--- config.mk ---
export PLATFORM = sky130hd
export DESIGN_NAME = sequence_display_flat
export DESIGN_NICKNAME = d
export VERILOG_FILES = /design/src/rtl/memory_game_pkg.sv /design/src/rtl/sequence_display_if.sv /design/src/rtl/dwell_timer.sv /design/src/rtl/sequence_display.sv /design/src/flat_wrapper.sv
export SDC_FILE = /design/constraint.sdc
export NUM_CORES = 1
export LEC_CHECK = 0
export CAP_MARGIN = 20
export CORE_MARGIN = 8
export CORE_UTILIZATION = 53
export CTS_CLUSTER_DIAMETER = 80
export DETAILED_ROUTE_END_ITERATION = 8
export GPL_TIMING_DRIVEN = 0
export HOLD_SLACK_MARGIN = 0.12
export PLACE_DENSITY = 0.76
export SLEW_MARGIN = 20
export SYNTH_ARGS = -nofsm -noshare
export SYNTH_HDL_FRONTEND = slang
export SYNTH_HIERARCHICAL = 1
export SYNTH_SLANG_ARGS = --single-unit
--- constraint.sdc ---
create_clock -name clk -period 2.8 [get_ports clk]
set_input_delay 0.84 -clock clk [delete_from_list [all_inputs] [get_ports clk]]
set_output_delay 0.84 -clock clk [all_outputs]
set_load 0.01 [all_outputs]
--- src/rtl/memory_game_pkg.sv ---
// Shared widths, limits and the display state encoding for the memory game.
// Imported by the sequence display and by the feedback and player-input logic.
package memory_game_pkg;

    localparam int ADDR_W  = 4;
    localparam int DATA_W  = 4;
    localparam int MAX_LEN = 16;
    localparam int LEN_W   = 5;
    localparam int IDX_W   = 5;
    localparam int TIMER_W = 27;

    typedef enum logic [2:0] {
        IDLE,
        FETCH,
        LOAD,
        SHOW,
        GAP
    } display_state_t;

    // Requested lengths above MAX_LEN play the whole sequence memory.
    function automatic logic [LEN_W-1:0] clamp_len(input logic [LEN_W-1:0] len);
        return (len > LEN_W'(MAX_LEN)) ? LEN_W'(MAX_LEN) : len;
    endfunction

endpackage

--- src/rtl/sequence_display_if.sv ---
// Control, sequence-memory and LED signals of the sequence display.
// The block itself takes the slave side; the game controller takes the master side.
interface sequence_display_if;
    import memory_game_pkg::*;

    logic              start;
    logic [LEN_W-1:0]  length;
    logic [DATA_W-1:0] bram_data;
    logic [ADDR_W-1:0] addr;
    logic [DATA_W-1:0] leds;
    logic              busy;
    logic              done;

    modport master (
        output start, length, bram_data,
        input  addr, leds, busy, done
    );

    modport slave (
        input  start, length, bram_data,
        output addr, leds, busy, done
    );

endinterface

--- src/rtl/dwell_timer.sv ---
// Saturating dwell counter: expired is high once terminal+1 cycles have elapsed
// since the last clear, and stays high until the next clear.
module dwell_timer
    import memory_game_pkg::*;
(
    input  logic               clk,
    input  logic               rst,
    input  logic               clear,
    input  logic [TIMER_W-1:0] terminal,
    output logic               expired
);

    logic [TIMER_W-1:0] count;

    assign expired = (count == terminal);

    // NOTE: registers are updated with <= so every flop samples pre-edge values.
    always_ff @(posedge clk) begin
        if (rst || clear) begin
            count <= '0;
        end else if (!expired) begin
            count <= count + TIMER_W'(1);
        end
    end

endmodule

--- src/rtl/sequence_display.sv ---
// Plays the first `length` entries of the sequence memory on the LEDs,
// each shown for SHOW_CYCLES and followed by GAP_CYCLES of blank.
module sequence_display
    import memory_game_pkg::*;
#(
    parameter int SHOW_CYCLES = 62_500_000,
    parameter int GAP_CYCLES  = 12_500_000
) (
    input  logic               clk,
    input  logic               rst,
    sequence_display_if.slave  bus
);

    localparam logic [TIMER_W-1:0] SHOW_TC = TIMER_W'(SHOW_CYCLES - 1);
    localparam logic [TIMER_W-1:0] GAP_TC  = TIMER_W'(GAP_CYCLES - 1);

    display_state_t     state, next_state;
    logic [IDX_W-1:0]   index;
    logic [LEN_W-1:0]   len_q;
    logic [LEN_W-1:0]   start_len;
    logic               last_elem;
    logic               timer_clear;
    logic               timer_expired;
    logic [TIMER_W-1:0] timer_tc;

    assign start_len = clamp_len(bus.length);
    assign last_elem = (index == len_q - LEN_W'(1));

    dwell_timer u_dwell_timer (
        .clk      (clk),
        .rst      (rst),
        .clear    (timer_clear),
        .terminal (timer_tc),
        .expired  (timer_expired)
    );

    // NOTE: every output of this block gets a default first so no latch is inferred.
    always_comb begin
        next_state  = state;
        timer_clear = 1'b1;
        timer_tc    = SHOW_TC;
        case (state)
            IDLE:  if (bus.start && start_len != '0) next_state = FETCH;
            FETCH: next_state = LOAD;
            LOAD:  next_state = SHOW;
            SHOW: begin
                timer_clear = timer_expired;
                if (timer_expired) next_state = GAP;
            end
            GAP: begin
                timer_tc    = GAP_TC;
                timer_clear = timer_expired;
                if (timer_expired) next_state = last_elem ? IDLE : FETCH;
            end
            default: next_state = IDLE;
        endcase
    end

    // The address for an element is registered on the edge entering FETCH,
    // so the memory sees it during FETCH and returns data during LOAD.
    always_ff @(posedge clk) begin
        if (rst) begin
            state    <= IDLE;
            index    <= '0;
            len_q    <= '0;
            bus.addr <= '0;
            bus.leds <= '0;
            bus.busy <= 1'b0;
            bus.done <= 1'b0;
        end else begin
            state    <= next_state;
            bus.done <= 1'b0;
            case (state)
                IDLE: begin
                    if (bus.start) begin
                        if (start_len != '0) begin
                            index    <= '0;
                            len_q    <= start_len;
                            bus.addr <= '0;
                            bus.busy <= 1'b1;
                        end else begin
                            bus.done <= 1'b1;
                        end
                    end
                end
                LOAD: bus.leds <= bus.bram_data;
                SHOW: if (timer_expired) bus.leds <= '0;
                GAP: begin
                    if (timer_expired) begin
                        if (last_elem) begin
                            bus.busy <= 1'b0;
                            bus.done <= 1'b1;
                            bus.addr <= '0;
                        end else begin
                            index    <= index + IDX_W'(1);
                            bus.addr <= ADDR_W'(index + IDX_W'(1));
                        end
                    end
                end
                default: ;
            endcase
        end
    end

endmodule

--- src/flat_wrapper.sv ---
// flat-port wrapper written by rule: the top's interface ports become plain ports
module sequence_display_flat import memory_game_pkg::*;
#(
    parameter int SHOW_CYCLES = 62_500_000,
    parameter int GAP_CYCLES  = 12_500_000
)
  (clk, rst, bus_start, bus_length, bus_bram_data, bus_addr, bus_leds, bus_busy, bus_done);
  sequence_display_if bus_i ();
  input  logic clk;
  input  logic rst;
  input wire logic [$bits(bus_i.start)-1:0] bus_start;
  input wire logic [$bits(bus_i.length)-1:0] bus_length;
  input wire logic [$bits(bus_i.bram_data)-1:0] bus_bram_data;
  output wire logic [$bits(bus_i.addr)-1:0] bus_addr;
  output wire logic [$bits(bus_i.leds)-1:0] bus_leds;
  output wire logic [$bits(bus_i.busy)-1:0] bus_busy;
  output wire logic [$bits(bus_i.done)-1:0] bus_done;
  assign bus_i.start = bus_start;
  assign bus_i.length = bus_length;
  assign bus_i.bram_data = bus_bram_data;
  assign bus_addr = bus_i.addr;
  assign bus_leds = bus_i.leds;
  assign bus_busy = bus_i.busy;
  assign bus_done = bus_i.done;
  sequence_display #(.SHOW_CYCLES(SHOW_CYCLES), .GAP_CYCLES(GAP_CYCLES)) u_core (.clk(clk), .rst(rst), .bus(bus_i));
endmodule
==> impl_metrics.csv <==
group,metric,value,unit
critical_path,arrival,2880,ps
critical_path,cp-start-kind,"flop",
cts,cts_tree,"yes",
critical_path,critical_path_required,2970,ps
global_route,antenna_found_initial,0,
sta,setup_tns,0,ps
sta,timing_hold_violations_final,0,
placed_design,routabilityCongestion,0.8806,
synth,synth.avg_cell_area,8.915,um2
cts,cts_buffers,5,
cts,ctsHtreeMaxLevel,2,
cells_and_area,layout_commonest_cell,"dfxtp_1",
routing,antenna_left,0,
synth,yosys_warnings,6,
power_and_ir_drop,leakage,1.370,nW
placed_design,portBuffers,21,
routing,routed_wl,7.304,mm
sta,maxSlewViolCount,0,
synth,ys_ff_latch,50,
floorplanning,fp.dieArea,8150,um2
cells_and_area,fin_nets,406,
floorplanning,rows,27,
sta,slew_headroom,0.6000,
sta,period_share,0.9687,
sta,setup_viol_count_final,0,
global_route,grt_max_degree,25,
global_route,grt_usage,0.1676,
synth,ys_seq_area_frac,0.3423,
critical_path,path_max_fanout,8,
cells_and_area,design_area,3692,um2
power_and_ir_drop,p_per_area,358.8,nW/um2
cts,clock_latency,310,ps
critical_path,critPathKind,"flop to flop",
routing,wl_per_cell,15.78,um
global_route,grt_pass1_vias,2388,
sta,fin_skew,8.931,ps
sta,min_period,2712,ps
synth,synth_cell_types,68,
run,cap_violations,0,
floorplanning,ios,22,
cells_and_area,final_cell_mix,"dfxtp_1, xor2_1, nor2_1",
synth,synth_cells,328,
placed_design,place_area,3319,um2
floorplanning,fp.dieH,90.28,um
synth,synth_edf_count,0,
floorplanning,core_area,5405,um2
power_and_ir_drop,p_total,1.325,mW
sta,worst_slack,87.57,ps
cts,cts-root-buf,"clkbuf_8",
synth,syn_area,2924,um2
cts,cts.reportedPaths.clkPinSlew,90,ps
global_route,grt_overflow,0,
floorplanning,initial_core_util,0.5410,
routing,vias,2663,
placed_design,dp_hpwl,4.788,mm
routing,post-route-drc-count,0,
routing,first_pass_iters,4,
synth,synth_flop_cell,"dfxtp_1",
routing,viasPerCell,5.752,
synth,synthArstFlopShare,0,
cells_and_area,area_growth_syn_to_layout,26.27,%
min_path,hp-class,"flop to flop",
cells_and_area,antenna_cells,0,
critical_path,end_kind,"flop",
outcome,status,"complete, no violations",
sta,fmax,0.3687,GHz
sta,worst_pin_slew,595.0,ps
floorplanning,die_w,90.28,um
routing,drtIter0Drc,192,
cts,clkSinkCount,50,
cells_and_area,layout-drive-gt1-share,0.2020,
placed_design,dp_slack,-695.8,ps
cts,cts_buffer_depth,2,
power_and_ir_drop,peakVddDrop,0.0001928,V
global_route,grt_pass1_wl,11.44,mm
==> cells in the mapped netlist, types with 2 or more instances <==
library cell | instances | area share
a21oi_1 | 22 | 0.038
a22oi_1 | 4 | 0.010
and2_1 | 4 | 0.0086
and3_1 | 6 | 0.013
and4_1 | 2 | 0.0060
buf_2 | 5 | 0.0086
buf_4 | 2 | 0.0051
buf_6 | 5 | 0.019
clkbuf_1 | 4 | 0.0051
conb_1 | 2 | 0.0026
dfxtp_1 | 50 | 0.34
ha_1 | 3 | 0.013
inv_1 | 7 | 0.0090
mux2i_1 | 3 | 0.010
nand2_1 | 16 | 0.021
nand2_2 | 2 | 0.0043
nand3_1 | 17 | 0.029
nand3b_1 | 3 | 0.0077
nand4_1 | 6 | 0.013
nand4_2 | 2 | 0.0086
nor2_1 | 25 | 0.032
nor3_1 | 2 | 0.0034
nor3b_1 | 4 | 0.010
nor4_1 | 2 | 0.0043
nor4_2 | 6 | 0.026
o2111ai_1 | 5 | 0.015
o211ai_1 | 3 | 0.0077
o21ai_0 | 8 | 0.014
o21ai_1 | 12 | 0.021
o22ai_1 | 2 | 0.0043
or3_1 | 12 | 0.026
or4_1 | 4 | 0.010
xnor2_1 | 7 | 0.021
xor2_1 | 37 | 0.11
==> metrics by stage <==
step / utilization / instances / hold WS, ps
5_1_grt: 0.6831 / 463 / 484.6
3_3_place_gp: 0.6141 / 439 / 443.8
2_1_floorplan: - / 346 / 465.0
3_5_place_dp: 0.6141 / 439 / 446.5
4_1_cts: 0.6449 / 453 / 458.8
6_report: 0.6831 / 463 / 454.7
==> layer usage <==
metal,global-route usage,part of all wire,vias to the layer above
met4,0.06103,0.021,0
li1,-,-,1303
met3,0.03491,0.038,16
met2,0.2742,0.50,51
met5,0,0,-
met1,0.2116,0.44,1293
==> worst paths after layout <==
path | start | slack [ps] | endpoint | cells past startpoint
worst max-delay path | u_core/state[1] | 90 | u_core/bus.leds[1] | 13
worst max register to register | u_core/state[1] | 90 | u_core/bus.leds[1] | 13
worst min-delay path | u_core/bus.addr[0] | 450 | u_core/bus.addr[0] | 2
worst min register to register | u_core/bus.addr[0] | 450 | u_core/bus.addr[0] | 2
==> state kept, by name (all words and copies together), names as in the netlist <==
register	cells
u_core/u_dwell_timer/count	27
u_core/bus.done	1
u_core/len_q	5
u_core/state	3
u_core/bus.addr	4
u_core/bus.busy	1
u_core/index	5
u_core/bus.leds	4
==> repair_timing <==
| action | 4_1_cts | 5_1_grt |
|---|---|---|
| buffers inserted | 9 | 7 |
| gates resized for setup | 9 | 16 |
| hold buffers | 0 | 0 |
| setup endpoints to repair | 45 | 32 |
| gates cloned | 0 | 3 |
| pin swaps | 6 | 10 |
==> worst max-delay path, cell delays in order, from the launching register on <==
cell and delay [ps]:
dfxtp_2 320, buf_6 130, nor3b_4 270, inv_4 90
xor2_1 180, nor4_2 310, nand4_1 250, nor2_4 220
buf_12 140, buf_4 110, nand2b_1 90, nand3b_1 160
a22oi_1 220, nor2_1 70
==> kinds of logic after synthesis <==
kind of cell	synth area share
adders and majority gates	0.01284
other	0.002568
buffers and inverters	0.05177
muxes	0.01027
xor gates and xnor gates	0.1318
AOI/OAI and AO/OA	0.1742
DFF	0.3423
and+or+nand+nor	0.2743
==> power by group <==
part           switching (mW)  internal (mW)
Clock                   0.232          0.173
Combinational           0.100         0.0839
Sequential             0.0104          0.726
==> area by class of cell <==
| class | instances | area (um2) |
|---|---|---|
| inverter | 7 | 28.78 |
| buffer | 15 | 128.9 |
| tap | 72 | 90.09 |
| timing repair buffer | 38 | 359.1 |
| clock buffer | 7 | 76.32 |
| multi-input combinational | 274 | 2006 |
| fill | 437 | 1713 |
| sequential | 50 | 1003 |
No activity file was read; power rests on OpenSTA's default activity.
